**src/rtl/efb_wb_arbiter.sv**
```systemverilog
// Three-requester round-robin Wishbone arbiter in front of the EFB slave port, with per-owner lock.
// Optional BUSY watchdog is compiled in with `define ARB_TIMEOUT_EN.
module efb_wb_arbiter #(
  parameter int unsigned TIMEOUT_CYCLES = 255
) (
  input  logic        clk_i,
  input  logic        rst_n_i,
  input  logic [2:0]  m_cyc_i,
  input  logic [2:0]  m_we_i,
  input  logic [23:0] m_adr_i,
  input  logic [23:0] m_dat_i,
  input  logic [2:0]  m_lock_i,
  output logic [2:0]  m_ack_o,
  output logic [2:0]  m_err_o,
  output logic [7:0]  m_dat_o,
  output logic        wb_cyc_o,
  output logic        wb_stb_o,
  output logic        wb_we_o,
  output logic [7:0]  wb_adr_o,
  output logic [7:0]  wb_dat_o,
  input  logic [7:0]  wb_dat_i,
  input  logic        wb_ack_i,
  output logic [2:0]  grant_o
);

  typedef enum logic [1:0] {IDLE, BUSY, DONE, LOCKED} state_t;

  state_t      state_q, state_d;
  logic [2:0]  grant_q, grant_d, ack_q, ack_d;
  logic [1:0]  own_q, own_d, rr_q, rr_d;
  logic        cyc_q, cyc_d, we_q, we_d;
  logic [7:0]  adr_q, adr_d, dat_q, dat_d, mdat_q, mdat_d;
  logic        start, leave;
  logic [1:0]  start_idx;
  logic [2:0]  pick;
`ifdef ARB_TIMEOUT_EN
  logic [7:0]  cnt_q, cnt_d;
  logic        abort_q, abort_d;
  logic [2:0]  err_q, err_d;
`endif

  // Returns {found, index} of the first request at or after ptr, wrapping modulo 3.
  function automatic logic [2:0] rr_pick(input logic [2:0] req, input logic [1:0] ptr);
    logic [2:0]  res;
    int unsigned k;
    res = 3'b000;
    for (int i = 2; i >= 0; i--) begin
      k = (int'(ptr) + i) % 3;
      if (req[k]) res = {1'b1, 2'(k)};
    end
    return res;
  endfunction

  function automatic logic [1:0] rr_next(input logic [1:0] idx);
    return (idx == 2'd2) ? 2'd0 : idx + 2'd1;
  endfunction

  function automatic logic [7:0] sel8(input logic [23:0] v, input logic [1:0] idx);
    case (idx)
      2'd0:    return v[7:0];
      2'd1:    return v[15:8];
      default: return v[23:16];
    endcase
  endfunction

  always_comb begin
    state_d   = state_q;
    grant_d   = grant_q;
    own_d     = own_q;
    rr_d      = rr_q;
    cyc_d     = cyc_q;
    we_d      = we_q;
    adr_d     = adr_q;
    dat_d     = dat_q;
    mdat_d    = mdat_q;
    ack_d     = 3'b000;
    start     = 1'b0;
    leave     = 1'b0;
    start_idx = own_q;
    pick      = rr_pick(m_cyc_i, rr_q);
`ifdef ARB_TIMEOUT_EN
    cnt_d     = cnt_q;
    abort_d   = abort_q;
    err_d     = 3'b000;
`endif

    case (state_q)
      IDLE: begin
        if (pick[2]) begin
          start     = 1'b1;
          start_idx = pick[1:0];
        end
      end
      BUSY: begin
        if (wb_ack_i) begin
          cyc_d   = 1'b0;
          mdat_d  = wb_dat_i;
          ack_d   = grant_q;
          state_d = DONE;
`ifdef ARB_TIMEOUT_EN
          abort_d = 1'b0;
`endif
        end
`ifdef ARB_TIMEOUT_EN
        else if (cnt_q + 8'd1 == 8'(TIMEOUT_CYCLES)) begin
          cyc_d   = 1'b0;
          err_d   = grant_q;
          abort_d = 1'b1;
          state_d = DONE;
        end else begin
          cnt_d = cnt_q + 8'd1;
        end
`endif
      end
      DONE: begin
        // Requests are deliberately ignored here so the owner can drop cyc.
        leave = !m_lock_i[own_q];
`ifdef ARB_TIMEOUT_EN
        if (abort_q) leave = 1'b1;
`endif
        state_d = leave ? IDLE : LOCKED;
      end
      LOCKED: begin
        if (m_cyc_i[own_q]) start = 1'b1;
        else if (!m_lock_i[own_q]) leave = 1'b1;
        if (leave) state_d = IDLE;
      end
      default: state_d = IDLE;
    endcase

    if (leave) begin
      rr_d    = rr_next(own_q);
      grant_d = 3'b000;
    end

    if (start) begin
      own_d   = start_idx;
      grant_d = 3'b001 << start_idx;
      cyc_d   = 1'b1;
      we_d    = m_we_i[start_idx];
      adr_d   = sel8(m_adr_i, start_idx);
      dat_d   = sel8(m_dat_i, start_idx);
      state_d = BUSY;
`ifdef ARB_TIMEOUT_EN
      cnt_d   = 8'd0;
`endif
    end
  end

  always_ff @(posedge clk_i or negedge rst_n_i) begin
    if (!rst_n_i) begin
      state_q <= IDLE;
      grant_q <= 3'b000;
      own_q   <= 2'd0;
      rr_q    <= 2'd0;
      cyc_q   <= 1'b0;
      we_q    <= 1'b0;
      adr_q   <= 8'd0;
      dat_q   <= 8'd0;
      mdat_q  <= 8'd0;
      ack_q   <= 3'b000;
`ifdef ARB_TIMEOUT_EN
      cnt_q   <= 8'd0;
      abort_q <= 1'b0;
      err_q   <= 3'b000;
`endif
    end else begin
      state_q <= state_d;
      grant_q <= grant_d;
      own_q   <= own_d;
      rr_q    <= rr_d;
      cyc_q   <= cyc_d;
      we_q    <= we_d;
      adr_q   <= adr_d;
      dat_q   <= dat_d;
      mdat_q  <= mdat_d;
      ack_q   <= ack_d;
`ifdef ARB_TIMEOUT_EN
      cnt_q   <= cnt_d;
      abort_q <= abort_d;
      err_q   <= err_d;
`endif
    end
  end

  assign m_ack_o  = ack_q;
  assign m_dat_o  = mdat_q;
  assign wb_cyc_o = cyc_q;
  assign wb_stb_o = cyc_q;
  assign wb_we_o  = we_q;
  assign wb_adr_o = adr_q;
  assign wb_dat_o = dat_q;
  assign grant_o  = grant_q;
`ifdef ARB_TIMEOUT_EN
  assign m_err_o  = err_q;
`else
  assign m_err_o  = 3'b000;
`endif

endmodule
```
**config.mk**
```make
export PLATFORM = sky130hd
export DESIGN_NAME = efb_wb_arbiter
export DESIGN_NICKNAME = d
export VERILOG_FILES = /design/src/rtl/efb_wb_arbiter.sv
export SDC_FILE = /design/constraint.sdc
export NUM_CORES = 1
export LEC_CHECK = 0
export CAP_MARGIN = 10
export CORE_ASPECT_RATIO = 1.4
export CORE_MARGIN = 1.5
export CORE_UTILIZATION = 42
export DETAILED_ROUTE_END_ITERATION = 12
export PLACE_DENSITY = 0.88
export SLEW_MARGIN = 40
export SYNTH_ARGS = -nofsm -noshare
export SYNTH_HDL_FRONTEND = slang
export SYNTH_SLANG_ARGS = --single-unit
```
**constraint.sdc**
```tcl
create_clock -name clk_i -period 3.37 [get_ports clk_i]
set_input_delay 0.674 -clock clk_i [delete_from_list [all_inputs] [get_ports clk_i]]
set_output_delay 0.674 -clock clk_i [all_outputs]
set_load 0.1 [all_outputs]
```
==> results of run 1 <==
==> placed cells by master (no fill, tap or decap), drive strengths merged, types with 2 or more instances in the layout <==
master,count
a211oi,4
a21o,2
a21oi,9
a221oi,2
a22oi,16
a31oi,3
a32o,2
and3,3
buf,37
clkbuf,6
clkdlybuf4s50,66
conb,3
dfrtp,38
ha,7
inv,12
mux2,11
mux2i,4
nand2,46
nand2b,9
nand3,3
nor2,2
nor2b,2
o211ai,2
o21ai,6
o221ai,16
o31ai,2
==> cells by family (layout without fill, tap and decap cells) <==
family	count (synthesis)	in the layout
AOI/OAI and AO/OA	71	71
and+or+nand+nor	70	70
DFF	38	38
buffers and inverters	30	121
muxes	15	15
adders and majority gates	7	7
other	1	3
==> sequential cells by signal, indices dropped and copies added, names as in the netlist <==
register	count
m_ack_o	3
wb_we_o	1
m_dat_o	8
rr_q	2
wb_adr_o	8
grant_o	3
wb_cyc_o	1
wb_dat_o	8
state_q	2
own_q	2
==> cell type report <==
class | count | area, um^2
Inverter | 12 | 47.5
Multi-Input combinational cell | 166 | 1240
Clock buffer | 6 | 82.6
Timing Repair Buffer | 103 | 908
Tap cell | 68 | 85.1
Sequential cell | 38 | 951
Fill cell | 506 | 2130
==> synth_stat cells (5+ instances only) <==
| cell type | count |
|---|---|
| ha_1 | 7 |
| nand2b_1 | 7 |
| dfrtp_1 | 38 |
| buf_6 | 5 |
| o221ai_2 | 9 |
| buf_4 | 5 |
| inv_1 | 11 |
| nand2_1 | 46 |
| a21oi_1 | 8 |
| a22oi_1 | 16 |
| o221ai_1 | 7 |
| o21ai_0 | 5 |
| mux2_2 | 10 |
==> routing by layer <==
layer | track usage (%) | up-vias | part of all wire (%)
li1 | - | 1027 | -
met1 | 23.9 | 1033 | 36
met2 | 36.0 | 103 | 56
met3 | 4.05 | 12 | 7.4
met4 | 7.14 | 0 | 1.5
met5 | 0 | - | 0
==> worst register-to-register path, stage by stage, from the launching register on <==
cell	delay, ns
dfrtp_1	0.41
inv_1	0.07
ha_1	0.45
inv_4	0.08
or4_4	0.55
o311ai_2	0.12
a2bb2oi_4	0.50
a22oi_1	0.24
o221ai_2	0.22
==> metrics by stage <==
stage	setup slack [ns]	hold slack [ns]	util (%)
after CTS	0.574	0.497	60.8
after global routing	0.422	0.380	61.0
final	0.597	0.339	61.0
after floorplan	0.970	0.378	-
after detailed placement	0.313	0.478	59.3
after global placement	0.367	0.471	60.4
==> final timing paths <==
kind / to / slack [ns]
max: wb_we_o / 0.60
min: wb_dat_o[0] / 0.34
max reg2reg: wb_adr_o[2] / 0.65
min reg2reg: wb_dat_o[0] / 0.49
max in group asynchronous: state_q[0] / 2.69
min in group clk_i: wb_dat_o[0] / 0.49
==> flow_summary.yaml, run 1 <==
timing:
  fin_crit_sh_pct: 82.3
  rsz0062_at_grt: "false"
  tns_ns: 0
  worstMarginPinSlew_ns: 0.563
  timing.final.max_slew_violations: 0
  finalSetupViolCount: 0
  fmax_mhz: 361
  fin_crit_ns: 2.77
  skew_ns: 0.00477
  hold_viol_final: 0
  slew_headroom_pct: 62.3
critical_path:
  worstPathMaxFanout: 10
  cp_slowest_cell: "clkdlybuf4s50_1"
  worstPathCellList: "clkdlybuf4s50_1 -> a21oi_1 -> a221oi_2 -> a21o_1 -> mux2_4 -> or3b_2 -> o211ai_2"
  cp-startpoint: "m_cyc_i[1]"
  worstSetupPathDepth: 7
  slowest_delay_ns: 0.65
  reg2reg_depth: 8
  critPathBufInv: 1
  end_kind: "register"
  timing.rr.start: "rr_q[0]"
  start_kind: "primary input"
  cp_top_family: "compound AO/OA/AOI/OAI gates"
  cp.arrival_ns: 2.97
  path_class: "primary input to register"
  cp.required_ns: 3.57
yosys:
  synth.area.top_cells: "dfrtp_1 (40%), nand2_1 (7.3%), o221ai_2 (5.7%), a22oi_1 (5.1%), mux2_2 (4.8%)"
  syn_area_um2: 2360
  synth.top_cell.area_share_pct: 40.3
  synthArstFlopShare_pct: 100
  synth_seq_area_share_pct: 40.3
  avgSynthCellArea_um2: 10.2
  synth-adder-area-share_pct: 3.72
  synth_compound_area_share_pct: 26.9
  ys_types: 48
  synthMuxAreaShare_pct: 7.11
  synth_top_family_by_area: "compound AO/OA/AOI/OAI gates"
  synth_flop_cell: "dfrtp_1"
  synth-simple-area-share_pct: 14.3
  synth_edf_count: 0
  yosys_warnings: 0
  synth-seq-cells: 38
  synthCells: 232
  synth_xor_area_share_pct: 0
  yosysTopAreaCell: "dfrtp_1"
finish:
  area_growth_pct: 40.8
  nets: 401
  antenna_cells: 0
  design_area_um2: 3320
  drive_above_1_share_pct: 23.7
  layoutNonFillerInstCount: 393
floorplanning:
  die_y_um: 91.6
  coreArea_um2: 5450
  initial_core_util_pct: 43.3
  die-area_um2: 6080
  io_pins: 104
  die_w_um: 66.3
  rows: 32
clock_tree:
  cts_resized: 0
  clk_pin_slew_worst_paths_ns: 0.07
  cts_buffer_depth: 2
  cts_max_level: 2
  tritoncts: "yes"
  cts_made_buffers: 5
  clk_latency_ns: 0.28
  cts_sinks: 38
  cts_root_buf: "clkbuf_8"
  cts_setup_buffers: 0
  cts_hold_buf: 0
outcome:
  run_status: "finished, final reports clean"
grt:
  overflow: 0
  grt_pass1_wl_um: 9650
  grt_usage_pct: 20.3
  grt_start_max_net_pins: 39
  antenna_found_initial: 0
  first_global_vias: 2143
detailed_routing:
  vias: 2175
  dr.first_iter.drc_count: 104
  wl_per_cell_um: 15.4
  ant_nets: 0
  post-route-drc-count: 0
  via_per_inst: 5.53
  firstDrtPassIters: 4
  routed_wl_um: 6070
place:
  dp_cells: 387
  io_buffers: 100
  dp_hpwl_um: 4640
  dpl-instance-area_um2: 3230
  gp_congestion: 0.834
min_path:
  hold_path_class: "primary input to async pin"
run:
  drv_cap: 0
Power of run 1 is not shown: default switching activity piles up to over one toggle a cycle in this logic, so the estimate is an artifact.
==> run 2, diff against run 1 <==
Settings changed: CORE_UTILIZATION 42 to 38, PLACE_DENSITY 0.88 to 0.85.
Clock period 3.37 ns to 2.55 ns, I/O delays scaled along.
==> run 2 against run 1 <==
Hold slack got worse by 0.16 ns. Global-route usage is 1.9 points lower. Final area increased by 8.7%. Clock-buffer cell count unchanged. Highest routed layer unchanged.
==> flow_summary.yaml, run 2 (synthesis gave the netlist of run 1 again) <==
detailed_routing:
  routed_wl_um: 6310
  dr.first_iter.drc_count: 77
  ant_nets: 0
  wl_per_cell_um: 15.0
  post-route-drc-count: 0
  vias: 2254
  via_per_inst: 5.37
  firstDrtPassIters: 4
outcome:
  run_status: "finished, final reports clean"
floorplanning:
  die-area_um2: 6690
  rows: 33
  die_y_um: 96.2
  die_w_um: 69.6
  io_pins: 104
  coreArea_um2: 5900
  initial_core_util_pct: 39.9
grt:
  busiest_layer: "met2"
  use_met1_pct: 20.6
  first_global_vias: 2209
  antenna_found_initial: 0
  met2_usage_pct: 34.6
  overflow: 0
  grt_pass1_wl_um: 9970
  grt_usage_pct: 18.4
  grt_use_met3_pct: 3.77
  grt_start_max_net_pins: 39
timing:
  fin_crit_ns: 2.43
  skew_ns: 0.00523
  fin_crit_sh_pct: 95.2
  rsz0062_at_grt: "false"
  timing.final.max_slew_violations: 0
  fmax_mhz: 412
  hold_viol_final: 0
  finalSetupViolCount: 0
clock_tree:
  cts_sinks: 38
  cts_buffer_depth: 2
  clk_pin_slew_worst_paths_ns: 0.07
  tritoncts: "yes"
  cts_root_buf: "clkbuf_8"
  cts_made_buffers: 5
  clk_latency_ns: 0.28
  cts_hold_buf: 0
  cts_max_level: 2
place:
  dp_cells: 413
  gp_congestion: 0.882
  io_buffers: 100
  dpl-instance-area_um2: 3480
  dp_hpwl_um: 4990
finish:
  mostFrequentLayoutCells: "clkdlybuf4s50_1 (66), buf_4 (58), nand2_1 (46), dfrtp_1 (38), a22oi_1 (16)"
  area_growth_pct: 53.1
  post-route-util_pct: 61.1
  drive_above_1_share_pct: 30.3
  layoutNonFillerInstCount: 420
  final_common_cell: "clkdlybuf4s50_1"
  nets: 425
  antenna_cells: 0
  design_area_um2: 3610
critical_path:
  start_kind: "primary input"
  cp.required_ns: 2.76
  worstPathMaxFanout: 6
  rrSetupSlack_ns: 0.13
  path_class: "primary input to register"
  cp.arrival_ns: 2.64
  end_kind: "register"
run:
  drv_cap: 0
min_path:
  hold_path_class: "primary input to async pin"
## run 2: cell types whose count changed in the layout (fill, tap and decap cells not counted), sizes merged
cell | before | now
bufinv | 0 | 1
buf | 37 | 61
## run 2: layout make-up
cell class / instances / area [um^2]
flip-flops and latches: 38 / 951
clock inverters: 1 / 30.0
clock buffers: 6 / 82.6
repair buffers: 127 / 1160
fillers: 479 / 2300
inverters: 12 / 47.5
multi-input cells: 166 / 1250
well taps: 70 / 87.6
## run 2: final timing paths
path,startpoint,to,depth (start not counted)
max,m_cyc_i[2],wb_we_o,7
min,rst_n_i,m_dat_o[6],1
max reg2reg,rr_q[0],wb_we_o,8
min reg2reg,wb_dat_o[1],wb_dat_o[1],2
max in group asynchronous,rst_n_i,wb_dat_o[5],1
min in group clk_i,wb_dat_o[1],wb_dat_o[1],2
## run 2: what timing repair did
action                                  CTS  global route
buffers inserted                          0             0
resized for setup                         0             4
endpoints found under the setup margin    0            18
## run 2: routing by layer
layer	vias to the layer above	share of wire [%]
met3	12	5.0
met1	1081	38
li1	1073	-
met2	88	55
met4	0	2.1
met5	-	0
## run 2: worst max-delay path, stage by stage
cell	delay, ns
clkdlybuf4s50_1	0.57
nand2b_1	0.11
a31oi_1	0.34
a21o_1	0.22
mux2_4	0.33
or3b_2	0.48
o211ai_2	0.08
## run 2: metrics by stage
stage	setup slack, ns	hold WS, ns	setup TNS (ns)
3_5_place_dp	-0.182	0.480	-2.52
3_3_place_gp	-0.141	0.471	-2.08
2_1_floorplan	0.215	0.214	0
5_1_grt	0.0163	0.212	0
6_report	0.123	0.180	0
4_1_cts	0.0203	0.350	0
Power of run 2 is left out for the same reason.
==> run 3, diff against run 2 <==
Clock period 2.55 ns to 2.2 ns, I/O delays scaled along.
==> run 3 against run 2 <==
The run now ends with setup timing left. First-iteration DRC count grew 36%. Die area is the same. Routed wire length grew 19%. Critical path depth grew 3. Register-to-register slack lost 0.20 ns. Clock-buffer cell count is the same. Clock skew is essentially flat. Hold slack lost 0.068 ns. Final cell count grew 5.5%. Via count grew 5.8%. Global-route usage grew 2.1 points. Sequential share of layout area shrank 3.3 points. Highest routed layer unchanged.
==> flow_summary.yaml, run 3 (synthesis gave the netlist of run 1 again) <==
clock_tree:
  cts_buffer_depth: 2
  cts_sinks: 38
  cts_max_level: 2
  cts_hold_buf: 0
  cts_made_buffers: 5
  clk_pin_slew_worst_paths_ns: 0.08
  clk_latency_ns: 0.29
  tritoncts: "yes"
  cts_root_buf: "clkbuf_8"
floorplanning:
  io_pins: 104
  die_w_um: 69.6
  die-area_um2: 6690
  rows: 33
  die_y_um: 96.2
  coreArea_um2: 5900
  initial_core_util_pct: 39.9
finish:
  regArea_um2: 952
  layoutNonFillerInstCount: 443
  design_area_um2: 4140
  area_growth_pct: 75.4
  nets: 447
  drive_above_1_share_pct: 43.4
  multiInputGateArea_um2: 1510
  mostFrequentLayoutCells: "buf_4 (63), clkdlybuf4s50_1 (63), nand2_1 (43), dfrtp_1 (37), o221ai_2 (16)"
  n_fill_cell: 415
  antenna_cells: 0
outcome:
  run_status: "finished, violations left"
  violations: "setup timing"
timing:
  worst_slack_ns: -0.0660
  skew_ns: 0.00505
  fin_crit_ns: 2.27
  fin_crit_sh_pct: 103
  rsz0062_at_grt: "true"
  timing.final.max_slew_violations: 0
  fmax_mhz: 441
  hold_ws_ns: 0.111
  finalSetupViolCount: 14
  hold_viol_final: 0
place:
  dp_worst_setup_slack_ns: -0.397
  dp_cells: 415
  gp_congestion: 0.804
  dp_hpwl_um: 5000
  io_buffers: 100
  dpl-instance-area_um2: 3500
critical_path:
  cp.required_ns: 2.41
  cp.arrival_ns: 2.48
  path_class: "register to register"
  rrSetupSlack_ns: -0.07
  start_kind: "register"
  worstPathMaxFanout: 8
  end_kind: "register"
grt:
  antenna_found_initial: 0
  overflow: 0
  grt_usage_pct: 20.5
  grt_start_max_net_pins: 39
  first_global_vias: 2338
  grt_pass1_wl_um: 10900
detailed_routing:
  vias: 2385
  routed_wl_um: 7480
  post-route-drc-count: 0
  via_per_inst: 5.38
  firstDrtPassIters: 4
  dr.first_iter.drc_count: 105
  wl_per_cell_um: 16.9
  ant_nets: 0
run:
  drv_cap: 0
min_path:
  hold_path_class: "primary input to async pin"
[run 3: final timing paths]
kind | to | start | cells after the start
hold reg to reg | wb_adr_o[7] | wb_adr_o[7] | 2
setup / recovery | wb_we_o | rr_q[0] | 10
setup reg to reg | wb_we_o | rr_q[0] | 10
max in group asynchronous | rr_q[0] | rst_n_i | 1
min in group clk_i | wb_adr_o[7] | wb_adr_o[7] | 2
hold / removal | m_dat_o[0] | rst_n_i | 1
[run 3: layer usage]
metal | global-route usage [%] | routed length, um | vias to the layer above
met5 | 0 | 0 | -
met4 | 7.52 | 144 | 0
li1 | - | - | 1124
met2 | 39.7 | 4310 | 76
met1 | 22.3 | 2720 | 1171
met3 | 3.46 | 310 | 14
[run 3: repair_timing]
action,in CTS,in global routing
gates resized for setup,32,41
buffers inserted,7,11
pin swaps,24,12
gates cloned,1,3
endpoints found under the setup margin,23,22
endpoints found under the hold margin,0,0
[run 3: through the flow]
| stage | utilization [%] | TNS, ns |
|---|---|---|
| after floorplan | - | -0.503 |
| after global placement | 59.2 | -7.81 |
| after detailed placement | 59.2 | -8.05 |
| after CTS | 65.3 | -0.155 |
| after global routing | 70.0 | -2.44 |
| final | 70.0 | -0.713 |
[run 3: cell type report]
cell class | count | area share (%)
Sequential cell | 38 | 23.0
Multi-Input combinational cell | 166 | 36.6
Clock buffer | 6 | 2.00
Clock inverter | 2 | 0.303
Inverter | 12 | 1.15
Tap cell | 70 | 2.12
Timing Repair Buffer | 149 | 34.8
[run 3: worst max-delay path: stages (launching register included)]
cell      delay (ns)
dfrtp_2         0.45
ha_4            0.19
buf_4           0.14
nand2b_1        0.17
a31oi_4         0.23
buf_4           0.16
a21oi_4         0.07
a21o_1          0.18
buf_6           0.16
or3b_4          0.37
o211ai_2        0.08
Power of run 3 is left out for the same reason.
